===== src/rtl/lzc_normalizer.sv =====
// Two-stage leading-zero count and left-normalize; results 2 cycles after acceptance, valid/ready backpressure.
// Define LZC_NORM_EXP_EN to clamp the shift by the exponent and add E_in/E_out/UFLOW.
module lzc_normalizer #(
   parameter int WIDTH = 16,
   parameter int EXP_W = 8
) (
   input  logic                     CLK,
   input  logic                     n_RST,
   input  logic                     in_valid,
   output logic                     in_ready,
   input  logic [WIDTH-1:0]         A,
`ifdef LZC_NORM_EXP_EN
   input  logic [EXP_W-1:0]         E_in,
   output logic [EXP_W-1:0]         E_out,
   output logic                     UFLOW,
`endif
   output logic                     out_valid,
   input  logic                     out_ready,
   output logic [WIDTH-1:0]         M,
   output logic [$clog2(WIDTH):0]   CNT,
   output logic                     ZERO
);
   localparam int CW = $clog2(WIDTH) + 1;

   if (WIDTH < 4 || (WIDTH & (WIDTH - 1)) != 0 || EXP_W < 1) begin : g_bad_param
      $error("lzc_normalizer: WIDTH must be a power of two >= 4 and EXP_W >= 1");
   end

   logic             s1_vld_q, s1_vld_d;
   logic [WIDTH-1:0] s1_a_q, s1_a_d;
   logic [CW-1:0]    s1_cnt_q, s1_cnt_d;
   logic             s2_vld_q, s2_vld_d;
   logic [WIDTH-1:0] s2_m_q, s2_m_d;
   logic [CW-1:0]    s2_cnt_q, s2_cnt_d;
   logic             s2_zero_q, s2_zero_d;
   logic             s2_load, s1_adv, in_fire, s1_zero;
   logic [CW-1:0]    lzc;
   logic [WIDTH-1:0] norm_m;

   // Highest set bit wins because later iterations overwrite earlier ones.
   always_comb begin
      lzc = CW'(WIDTH);
      for (int i = 0; i < WIDTH; i++) begin
         if (A[i]) lzc = CW'(WIDTH - 1 - i);
      end
   end

   assign s2_load  = !s2_vld_q || out_ready;
   assign s1_adv   = s1_vld_q && s2_load;
   assign in_ready = n_RST && (!s1_vld_q || s1_adv);
   assign in_fire  = in_valid && in_ready;
   assign s1_zero  = (s1_cnt_q == CW'(WIDTH));

`ifdef LZC_NORM_EXP_EN
   localparam int CMP_W = (EXP_W > CW) ? EXP_W : CW;

   logic [EXP_W-1:0] s1_e_q, s1_e_d, s2_e_q, s2_e_d;
   logic             s2_uf_q, s2_uf_d;
   logic [CMP_W-1:0] cnt_x, e_x, sh_x;

   assign cnt_x  = CMP_W'(s1_cnt_q);
   assign e_x    = CMP_W'(s1_e_q);
   // Stop shifting once the exponent would go below zero.
   assign sh_x   = (cnt_x > e_x) ? e_x : cnt_x;
   assign norm_m = s1_a_q << sh_x;
`else
   assign norm_m = s1_a_q << s1_cnt_q;
`endif

   always_comb begin
      s1_vld_d  = s1_vld_q;
      s1_a_d    = s1_a_q;
      s1_cnt_d  = s1_cnt_q;
      s2_vld_d  = s2_vld_q;
      s2_m_d    = s2_m_q;
      s2_cnt_d  = s2_cnt_q;
      s2_zero_d = s2_zero_q;
`ifdef LZC_NORM_EXP_EN
      s1_e_d    = s1_e_q;
      s2_e_d    = s2_e_q;
      s2_uf_d   = s2_uf_q;
`endif
      if (in_fire) begin
         s1_vld_d = 1'b1;
         s1_a_d   = A;
         s1_cnt_d = lzc;
`ifdef LZC_NORM_EXP_EN
         s1_e_d   = E_in;
`endif
      end else if (s1_adv) begin
         s1_vld_d = 1'b0;
      end
      if (s2_load) begin
         s2_vld_d = s1_vld_q;
         if (s1_vld_q) begin
            s2_m_d    = norm_m;
            s2_cnt_d  = s1_cnt_q;
            s2_zero_d = s1_zero;
`ifdef LZC_NORM_EXP_EN
            s2_e_d    = s1_zero ? '0 : s1_e_q - EXP_W'(sh_x);
            s2_uf_d   = !s1_zero && (cnt_x > e_x);
`endif
         end
      end
   end

   always_ff @(posedge CLK) begin
      if (!n_RST) begin
         s1_vld_q  <= 1'b0;
         s1_a_q    <= '0;
         s1_cnt_q  <= '0;
         s2_vld_q  <= 1'b0;
         s2_m_q    <= '0;
         s2_cnt_q  <= '0;
         s2_zero_q <= 1'b0;
`ifdef LZC_NORM_EXP_EN
         s1_e_q    <= '0;
         s2_e_q    <= '0;
         s2_uf_q   <= 1'b0;
`endif
      end else begin
         s1_vld_q  <= s1_vld_d;
         s1_a_q    <= s1_a_d;
         s1_cnt_q  <= s1_cnt_d;
         s2_vld_q  <= s2_vld_d;
         s2_m_q    <= s2_m_d;
         s2_cnt_q  <= s2_cnt_d;
         s2_zero_q <= s2_zero_d;
`ifdef LZC_NORM_EXP_EN
         s1_e_q    <= s1_e_d;
         s2_e_q    <= s2_e_d;
         s2_uf_q   <= s2_uf_d;
`endif
      end
   end

   assign out_valid = s2_vld_q;
   assign M         = s2_m_q;
   assign CNT       = s2_cnt_q;
   assign ZERO      = s2_zero_q;
`ifdef LZC_NORM_EXP_EN
   assign E_out     = s2_e_q;
   assign UFLOW     = s2_uf_q;
`endif
endmodule

===== config.mk =====
export PLATFORM = sky130hd
export DESIGN_NAME = lzc_normalizer
export DESIGN_NICKNAME = d
export VERILOG_FILES = /design/src/rtl/lzc_normalizer.sv
export SDC_FILE = /design/constraint.sdc
export NUM_CORES = 1
export LEC_CHECK = 0
export BUFFER_PORTS_ARGS = -buffer_cell sky130_fd_sc_hd__buf_4
export CAP_MARGIN = 20
export CORE_MARGIN = 3
export CORE_UTILIZATION = 35
export DETAILED_ROUTE_END_ITERATION = 16
export PLACE_DENSITY = 0.56
export SYNTH_ARGS = -nofsm -noshare
export SYNTH_HDL_FRONTEND = slang
export SYNTH_SLANG_ARGS = --single-unit

===== constraint.sdc =====
create_clock -name CLK -period 2.8 [get_ports CLK]
set_input_delay 0.28 -clock CLK [delete_from_list [all_inputs] [get_ports CLK]]
set_output_delay 0.28 -clock CLK [all_outputs]
set_load 0.01 [all_outputs]

==> results of run 1 <==
-- where the power goes --
group	total [uW]	internal, uW	switching (uW)
logic	212	102	110
clock network	410	177	232
registers	704	668	36.5
total	1330	947	379
-- through the flow --
| stage | hold WS [ns] | instance area [sq um] | total power, uW |
|---|---|---|---|
| finish | 0.199 | 2930 | 1330 |
| global route | 0.192 | 2930 | 1400 |
| CTS | 0.191 | 2930 | 1340 |
| detailed placement | 0.451 | 2840 | 932 |
| global placement | 0.445 | 2840 | 932 |
| floorplan | 0.379 | 2460 | 844 |
-- state kept, by name, indices dropped and copies added, names as in the netlist --
signal     cells
s1_vld_q       1
ZERO           1
out_valid      1
s1_cnt_q       5
M             16
s1_a_q        16
CNT            5
-- Yosys cell counts (all sizes together) (4+ instances only) --
cell | count | share of area
a211oi | 6 | 0.018
a21boi | 11 | 0.034
a21oi | 5 | 0.010
a32oi | 4 | 0.014
and2 | 4 | 0.010
buf | 11 | 0.025
clkbuf | 13 | 0.020
dfxtp | 45 | 0.37
inv | 7 | 0.011
mux2 | 7 | 0.032
mux2i | 12 | 0.049
mux4 | 10 | 0.091
nand2 | 49 | 0.075
nand3 | 23 | 0.047
nor2 | 16 | 0.024
nor2b | 8 | 0.020
nor3 | 4 | 0.0081
nor4 | 5 | 0.013
o21ai | 15 | 0.030
-- cell families after synthesis --
logic type,Yosys count,synth area share
buf+inv,31,0.0559
simple gates,121,0.231
flops,45,0.366
mux,29,0.172
compound gates,61,0.175
-- final cells by class --
type | instances | area (sq um)
inverter | 7 | 26.3
multi-input combinational | 211 | 1420
sequential | 45 | 901
clock buffer | 5 | 68.8
tap | 93 | 116
clock inverter | 3 | 21.3
timing repair buffer | 50 | 375
fill | 671 | 3630
-- placed cells by master, fill, tap and decap left out, types with 6 or more instances in the layout --
| cell type | synthesis | routed |
|---|---|---|
| buf_4 | 0 | 50 |
| nand2_1 | 49 | 49 |
| dfxtp_1 | 45 | 45 |
| nand3_1 | 23 | 23 |
| nor2_1 | 16 | 16 |
| o21ai_0 | 14 | 14 |
| mux2i_1 | 12 | 12 |
| a21boi_0 | 11 | 11 |
| mux4_2 | 10 | 10 |
| nor2b_1 | 8 | 8 |
| inv_1 | 7 | 7 |
| mux2_2 | 7 | 7 |
| a211oi_1 | 6 | 6 |
-- routing by layer --
metal  GRT usage  vias to the layer above  share of wire  routed length (microns)
li1            -                     1102              -                        -
met1       0.227                      999           0.46                     3010
met2       0.259                       70           0.46                     3000
met3      0.0392                        6          0.061                      393
met4      0.0548                        0          0.012                       78
met5           0                        -              0                        0
-- path summary, 6_finish.rpt --
| check | start | to | slack [ns] | depth (start not counted) |
|---|---|---|---|---|
| setup / recovery | s1_cnt_q[2] | M[15] | 0.89 | 4 |
| hold reg to reg | M[4] | M[4] | 0.46 | 2 |
| setup reg to reg | s1_cnt_q[2] | M[15] | 0.89 | 4 |
| hold / removal | A[4] | s1_a_q[4] | 0.20 | 3 |
-- worst max-delay path: cells and delay by family (launching register included) --
kind | cells | cell delay [ns]
DFF | 1 | 0.83
muxes | 2 | 0.70
AOI/OAI and AO/OA | 2 | 0.27
==> impl_metrics.json, run 1 <==
{
  "worst_pin_slew_ns": 0.759,
  "cp_max_fo": 20,
  "clkSinkCount": 45,
  "syn_avg_cell_area_sq_um": 8.58,
  "min_period_over_period": 0.683,
  "dieArea_sq_mm": 0.00808,
  "worstPathArrival_ns": 2.11,
  "clk_pin_slew_ns": 0.10,
  "htreeDepth": 2,
  "synth_cell_types": 41,
  "finalWorstPathRequiredPeriod_ns": 1.91,
  "syn_inst": 287,
  "cp-end-kind": "flop",
  "drtPass1Iterations": 4,
  "ys_seq_elements": 45,
  "hold_buffers": 0,
  "wl_per_cell_microns": 15.7,
  "initial_core_util": 0.375,
  "grt.overflow.total": 0,
  "clkLatencyLatePin_ns": 0.31,
  "finalHoldViolCount": 0,
  "synth_flop_cell": "dfxtp_1",
  "clock-root-buffer": "clkbuf_8",
  "max_slew_margin": 0.493,
  "gr-usage-all-layers": 0.166,
  "critical_path_class": "reg -> reg",
  "synth_area_sq_mm": 0.00246,
  "area_growth_pct": 19.1,
  "vias": 2177,
  "final.setup.tns_ns": 0,
  "ant_nets": 0,
  "die_h_microns": 89.9,
  "syn-num-nets": 307,
  "status": "finished clean",
  "start_kind": "flop",
  "drive_gt1_frac": 0.240,
  "utilization": 0.447,
  "slowest_delay_ns": 0.83,
  "via_per_inst": 5.26,
  "setup_viol": 0,
  "fp.dieW_microns": 89.9,
  "pre_cts_slack_ns": 0.890,
  "crit_chain": "mux4_2 > mux2_2 > a32oi_1 > o21ai_1",
  "drv_cap": 0,
  "grt_max_degree": 46,
  "io_buffers": 43,
  "pin_count": 44,
  "fin_ws_ns": 0.888,
  "wl_mm": 6.49,
  "grt_first_pass_wirelength_mm": 11.0,
  "synth_edf_count": 0,
  "p_per_area_mw_per_mm2": 452,
  "first_global_vias": 2102,
  "crit_slowest_cell": "dfxtp_1",
  "nNetsFinal": 340,
  "num_antenna_cells": 0,
  "fin_skew_ns": 0.0147,
  "ys_seq_area_frac": 0.366,
  "layout.cells.non_filler": 414,
  "min_path_type": "in -> reg",
  "post-place-cells": 406,
  "fmax_ghz": 0.523,
  "antenna_found_initial": 0,
  "peakVddDrop_mv": 0.290,
  "dp.final_hpwl_mm": 4.87,
  "final_max_slew_viol_count": 0,
  "worstPathRequired_ns": 3.00,
  "leakage_uw": 0.00109,
  "cts_buffers": 5,
  "ctsResizeCount": 0,
  "drtIter0Drc": 134,
  "postCtsSetupBuffers": 0,
  "clock_path_buffers": 2,
  "place.gp.congestion": 0.868,
  "synthArstFlopShare": 0,
  "placement_rows": 29,
  "grt_setup_unrepaired": "no",
  "ys_warn_count": 0,
  "tritoncts": "done",
  "core_sq_mm": 0.00657,
  "post-route-drc-count": 0
}
No activity file was read; power rests on OpenSTA's default activity.
==> run 2: changes to the inputs <==
ABC_AREA = 1   (was default)
PLACE_DENSITY = 0.57   (was 0.56)
clock period = 1.9 ns   (was 2.8 ns; I/O delays follow)
==> impl_metrics.json, run 2 <==
{
  "finalWorstPathRequiredPeriod_ns": 1.57,
  "grt_max_degree": 27,
  "drive_gt1_frac": 0.184,
  "drv_cap": 0,
  "hold_buffers": 0,
  "ys_seq_area_frac": 0.399,
  "via_per_inst": 4.94,
  "synth_compound_area_frac": 0.222,
  "grt.overflow.total": 0,
  "reg2reg_depth": 9,
  "synthMuxAreaShare": 0.0266,
  "min_path_type": "in -> reg",
  "fp.dieW_microns": 86.3,
  "mostFrequentLayoutCell": "nand2_1",
  "first_global_vias": 1997,
  "io_buffers": 43,
  "synth_fa_ha_area_frac": 0,
  "grt_setup_unrepaired": "no",
  "grt_first_pass_wirelength_mm": 9.46,
  "multiInputGateArea_sq_mm": 0.00113,
  "slowest_delay_ns": 0.32,
  "yosys.area.top_type_share": 0.399,
  "antenna_found_initial": 0,
  "synth_cell_types": 32,
  "fill_cells": 666,
  "synth_area_sq_mm": 0.00226,
  "start_kind": "flop",
  "syn_inst": 327,
  "crit_slowest_cell": "dfxtp_1",
  "setup_viol": 0,
  "yosys.area_share.simple": 0.252,
  "critical_path_class": "reg -> reg",
  "clock_path_buffers": 2,
  "regArea_sq_um": 901,
  "peakVddDrop_mv": 0.267,
  "ctsResizeCount": 0,
  "cp-end-kind": "flop",
  "clock-root-buffer": "clkbuf_8",
  "fin_skew_ns": 0.00959,
  "clkLatencyLatePin_ns": 0.30,
  "min_period_over_period": 0.825,
  "yosysMostFrequentCell": "nand2_1",
  "post-route-drc-count": 0,
  "p_per_area_mw_per_mm2": 705,
  "fin_ws_ns": 0.332,
  "worst_pin_slew_ns": 0.540,
  "drtPass1Iterations": 4,
  "crit_chain": "nand2_1 > nor2_1 > inv_1 > nand2_1 > nor2_4 > inv_2 > nor3_1 > o311ai_0 > a21oi_1",
  "cp_max_fo": 17,
  "worst-path-stages": 9,
  "status": "finished clean",
  "initial_core_util": 0.370,
  "syn_avg_cell_area_sq_um": 6.91,
  "htreeDepth": 2,
  "synth_xor_area_frac": 0,
  "core_sq_mm": 0.00610,
  "worstPathRequired_ns": 2.13,
  "clkSinkCount": 45,
  "area_growth_pct": 21.4,
  "nNetsFinal": 389,
  "synth_edf_count": 0,
  "tritoncts": "done",
  "gr-usage-all-layers": 0.160,
  "synth_top_family_by_area": "simple AND/OR/NAND/NOR gates",
  "cp_num_buf_inv": 2,
  "placement_rows": 28,
  "pin_count": 44,
  "dp.final_hpwl_mm": 4.42,
  "num_antenna_cells": 0,
  "leakage_uw": 0.00120,
  "pre_cts_slack_ns": 0.325,
  "synth_flop_cell": "dfxtp_1",
  "die_h_microns": 86.3,
  "ys_top_cells_by_area": "dfxtp_1, nand2_1, o21ai_0",
  "finalHoldViolCount": 0,
  "postCtsSetupBuffers": 0,
  "utilization": 0.450,
  "vias": 2198,
  "drtIter0Drc": 121,
  "holdWs_ns": 0.130,
  "wl_per_cell_microns": 12.6,
  "crit_family": "simple AND/OR/NAND/NOR gates",
  "ant_nets": 0,
  "place.gp.congestion": 0.831,
  "syn-num-nets": 347,
  "min_path_cells": 3,
  "fmax_ghz": 0.638,
  "final.setup.tns_ns": 0,
  "final_max_slew_viol_count": 0,
  "final_cell_mix": "nand2_1, buf_4, dfxtp_1",
  "ys_warn_count": 0,
  "worstPathArrival_ns": 1.80,
  "cp_common_cell": "nand2_1",
  "wl_mm": 5.62,
  "clk_pin_slew_ns": 0.08,
  "yosysTopAreaCell": "dfxtp_1",
  "dieArea_sq_mm": 0.00745,
  "cts_buffers": 5,
  "ys_seq_elements": 45,
  "max_slew_margin": 0.638,
  "synthArstFlopShare": 0,
  "synth_common_cells": "nand2_1, dfxtp_1, o21ai_0, inv_1, nor2_1"
}
==> run 2: cell count changes in the layout (fill, tap and decap cells not counted), moves of 8 or more <==
cell	delta
nand2_1	+33
nor2b_1	-8
o21ai_0	+23
a21oi_1	+14
inv_1	+28
a21boi_0	-11
mux4_2	-10
==> run 2: layer usage <==
metal  global-route usage  vias to the layer above  part of all wire
met5                    0                        -                 0
met3               0.0342                       10             0.044
met4               0.0652                        0             0.022
met2                0.247                       53              0.44
met1                0.217                      965              0.49
li1                     -                     1170                 -
==> run 2: area by class of cell <==
class                   instances  area share
flip-flops and latches         45       0.328
multi-input cells             228       0.412
repair buffers                 51       0.140
clock buffers                   5      0.0251
inverters                      38      0.0520
clock inverters                 3     0.00821
well taps                      75      0.0342
==> run 2: logic make-up after synthesis <==
| group | after synthesis |
|---|---|
| DFF | 45 |
| and+or+nand+nor | 136 |
| muxes | 6 |
| AOI/OAI and AO/OA | 86 |
| buffers and inverters | 54 |
==> run 2: through the flow <==
step / area (sq um) / instances / total power [uW]
floorplan: 2260 / 327 / 1240
global placement: 2650 / 437 / 1370
detailed placement: 2650 / 437 / 1370
CTS: 2740 / 445 / 1960
global route: 2740 / 445 / 2060
finish: 2740 / 445 / 1930
==> run 2: worst reg2reg max path: stages, from the launching register on <==
cell and delay (ns):
dfxtp_1 0.32, nand2_1 0.11, nor2_1 0.05, inv_1 0.06, nand2_1 0.09, nor2_4 0.15, inv_2 0.14, nor3_1 0.20
o311ai_0 0.23, a21oi_1 0.16
==> run 2: final timing paths <==
check	startpoint	to	slack, ns
setup / recovery	out_valid	s1_cnt_q[2]	0.33
hold / removal	A[0]	s1_a_q[0]	0.13
setup reg to reg	out_valid	s1_cnt_q[2]	0.33
hold reg to reg	M[13]	M[13]	0.47
==> run 2: where the power goes <==
| part | leakage [uW] | switching, uW | total [uW] | internal (uW) |
|---|---|---|---|---|
| combinational | 0.000784 | 191 | 325 | 134 |
| sequential | 0.000368 | 30.0 | 1020 | 991 |
| clock | 0.0000481 | 327 | 588 | 261 |
| total | 0.00120 | 548 | 1930 | 1390 |
==> run 3: changes to the inputs <==
PLACE_DENSITY = 0.59   (was 0.57)
clock period = 1.4 ns   (was 1.9 ns; I/O delays follow)
==> impl_metrics.json, run 3 (same netlist as run 2, synthesis figures left out) <==
{
  "wl_per_cell_microns": 13.5,
  "utilization": 0.513,
  "p_int_uw": 2150,
  "fp.dieW_microns": 86.3,
  "fin_area_sq_mm": 0.00313,
  "crit_slowest_cell": "dfxtp_4",
  "antenna_found_initial": 0,
  "num_antenna_cells": 0,
  "drive_gt1_frac": 0.309,
  "status": "complete, but fails checks",
  "via_per_inst": 5.03,
  "p_comb_frac": 0.193,
  "min_period_over_period": 1.04,
  "final_cell_mix": "nand2_1, buf_4, dfxtp_1",
  "fin_ws_ns": -0.0516,
  "leakage_uw": 0.00137,
  "max_slew_margin": 0.742,
  "power_switching_uw": 813,
  "grt_setup_unrepaired": "yes",
  "tritoncts": "done",
  "mostFrequentLayoutCell": "nand2_1",
  "slowest_delay_ns": 0.37,
  "die_h_microns": 86.3,
  "hold_buffers": 0,
  "pin_count": 44,
  "post-route-drc-count": 0,
  "drtPass1Iterations": 4,
  "cp-end-kind": "flop",
  "violations": "negative setup slack",
  "first_global_vias": 2275,
  "p_per_area_mw_per_mm2": 948,
  "finalWorstPathRequiredPeriod_ns": 1.45,
  "setup_viol": 5,
  "core_sq_mm": 0.00610,
  "area_growth_pct": 38.4,
  "cp_max_fo": 8,
  "grt_first_pass_wirelength_mm": 10.4,
  "worstPathRequired_ns": 1.60,
  "worstPathArrival_ns": 1.65,
  "fmax_ghz": 0.689,
  "power.share.clock": 0.337,
  "place.gp.congestion": 0.859,
  "nNetsFinal": 417,
  "clkSinkCount": 45,
  "clock-root-buffer": "clkbuf_8",
  "holdWs_ns": 0.111,
  "switching_share": 0.274,
  "final_max_slew_viol_count": 0,
  "placement_rows": 28,
  "critical_path_class": "reg -> reg",
  "vias": 2381,
  "min_path_type": "in -> reg",
  "crit_chain": "buf_8 > nand2_1 > o21ai_2 > mux2i_2 > mux2i_1 > nand2_1 > o221ai_2 > nand2_2 > a21oi_2",
  "grt_max_degree": 26,
  "worst_pin_slew_ns": 0.386,
  "htreeDepth": 2,
  "fill_cells": 629,
  "multiInputGateArea_sq_mm": 0.00123,
  "start_kind": "flop",
  "cts_buffers": 5,
  "regArea_sq_um": 907,
  "initial_core_util": 0.370,
  "grt.overflow.total": 0,
  "peakVddDrop_mv": 0.500,
  "pwr-share-seq": 0.470,
  "ant_nets": 0,
  "gr-usage-all-layers": 0.174,
  "place_area_sq_mm": 0.00284,
  "finalHoldViolCount": 0,
  "clkLatencyLatePin_ns": 0.31,
  "drtIter0Drc": 126,
  "io_buffers": 43,
  "fin_skew_ns": 0.00917,
  "drv_cap": 0,
  "dieArea_sq_mm": 0.00745,
  "clk_pin_slew_ns": 0.09,
  "wl_mm": 6.38,
  "dp.final_hpwl_mm": 4.75,
  "clock_path_buffers": 2,
  "cp_common_cell": "nand2_1"
}
-- run 3: cell count changes in the layout (fill, tap and decap cells not counted), sizes merged --
cell    previous run  this run
buf               51        78
clkbuf             5         7
clkinv             4         2
bufinv             0         1
-- run 3: power groups by stage --
stage,logic (uW),registers (uW),clock network [uW]
final,572,1390,1000
after global routing,635,1400,1070
after CTS,533,1390,1030
after detailed placement,510,1420,0
after global placement,505,1420,0
after floorplan,269,1420,0
-- run 3: routing by layer --
metal  global-route usage  wire length (microns)
met1                0.224                   2870
met2                0.287                   3040
met3               0.0342                    319
met4               0.0652                    145
met5                    0                      0
-- run 3: final timing paths --
path | from | endpoint | slack [ns] | cells past startpoint
hold reg to reg | M[3] | M[3] | 0.47 | 2
hold / removal | n_RST | CNT[2] | 0.11 | 3
setup reg to reg | s1_cnt_q[0] | M[15] | -0.05 | 9
setup / recovery | s1_cnt_q[0] | M[15] | -0.05 | 9
-- run 3: area by class of cell --
type / count / area share
Tap cell: 75 / 0.0300
Inverter: 38 / 0.0464
Timing Repair Buffer: 79 / 0.204
Clock buffer: 6 / 0.0232
Clock inverter: 2 / 0.0124
Sequential cell: 45 / 0.290
Multi-Input combinational cell: 228 / 0.394
-- run 3: what timing repair did --
action / 4_1_cts / 5_1_grt
gates resized for setup: 20 / 26
gates cloned: 0 / 1
buffers inserted: 2 / 1
setup endpoints to repair: 16 / 36
pin swaps: 3 / 7
-- run 3: per-stage QoR --
stage	power [uW]	setup TNS (ns)	worst slack [ns]	cells
4_1_cts	2950	-0.0422	-0.0296	471
3_3_place_gp	1920	-0.985	-0.213	461
5_1_grt	3110	-1.13	-0.186	473
3_5_place_dp	1930	-1.42	-0.210	461
6_report	2960	-0.136	-0.0516	473
2_1_floorplan	1690	0	0.0459	327
-- run 3: critical path: cells and delay by family (launching register included) --
| family | cells | cell delay (ns) |
|---|---|---|
| flops | 1 | 0.37 |
| simple gates | 3 | 0.24 |
| compound gates | 3 | 0.20 |
| mux | 2 | 0.39 |
| buf+inv | 1 | 0.14 |
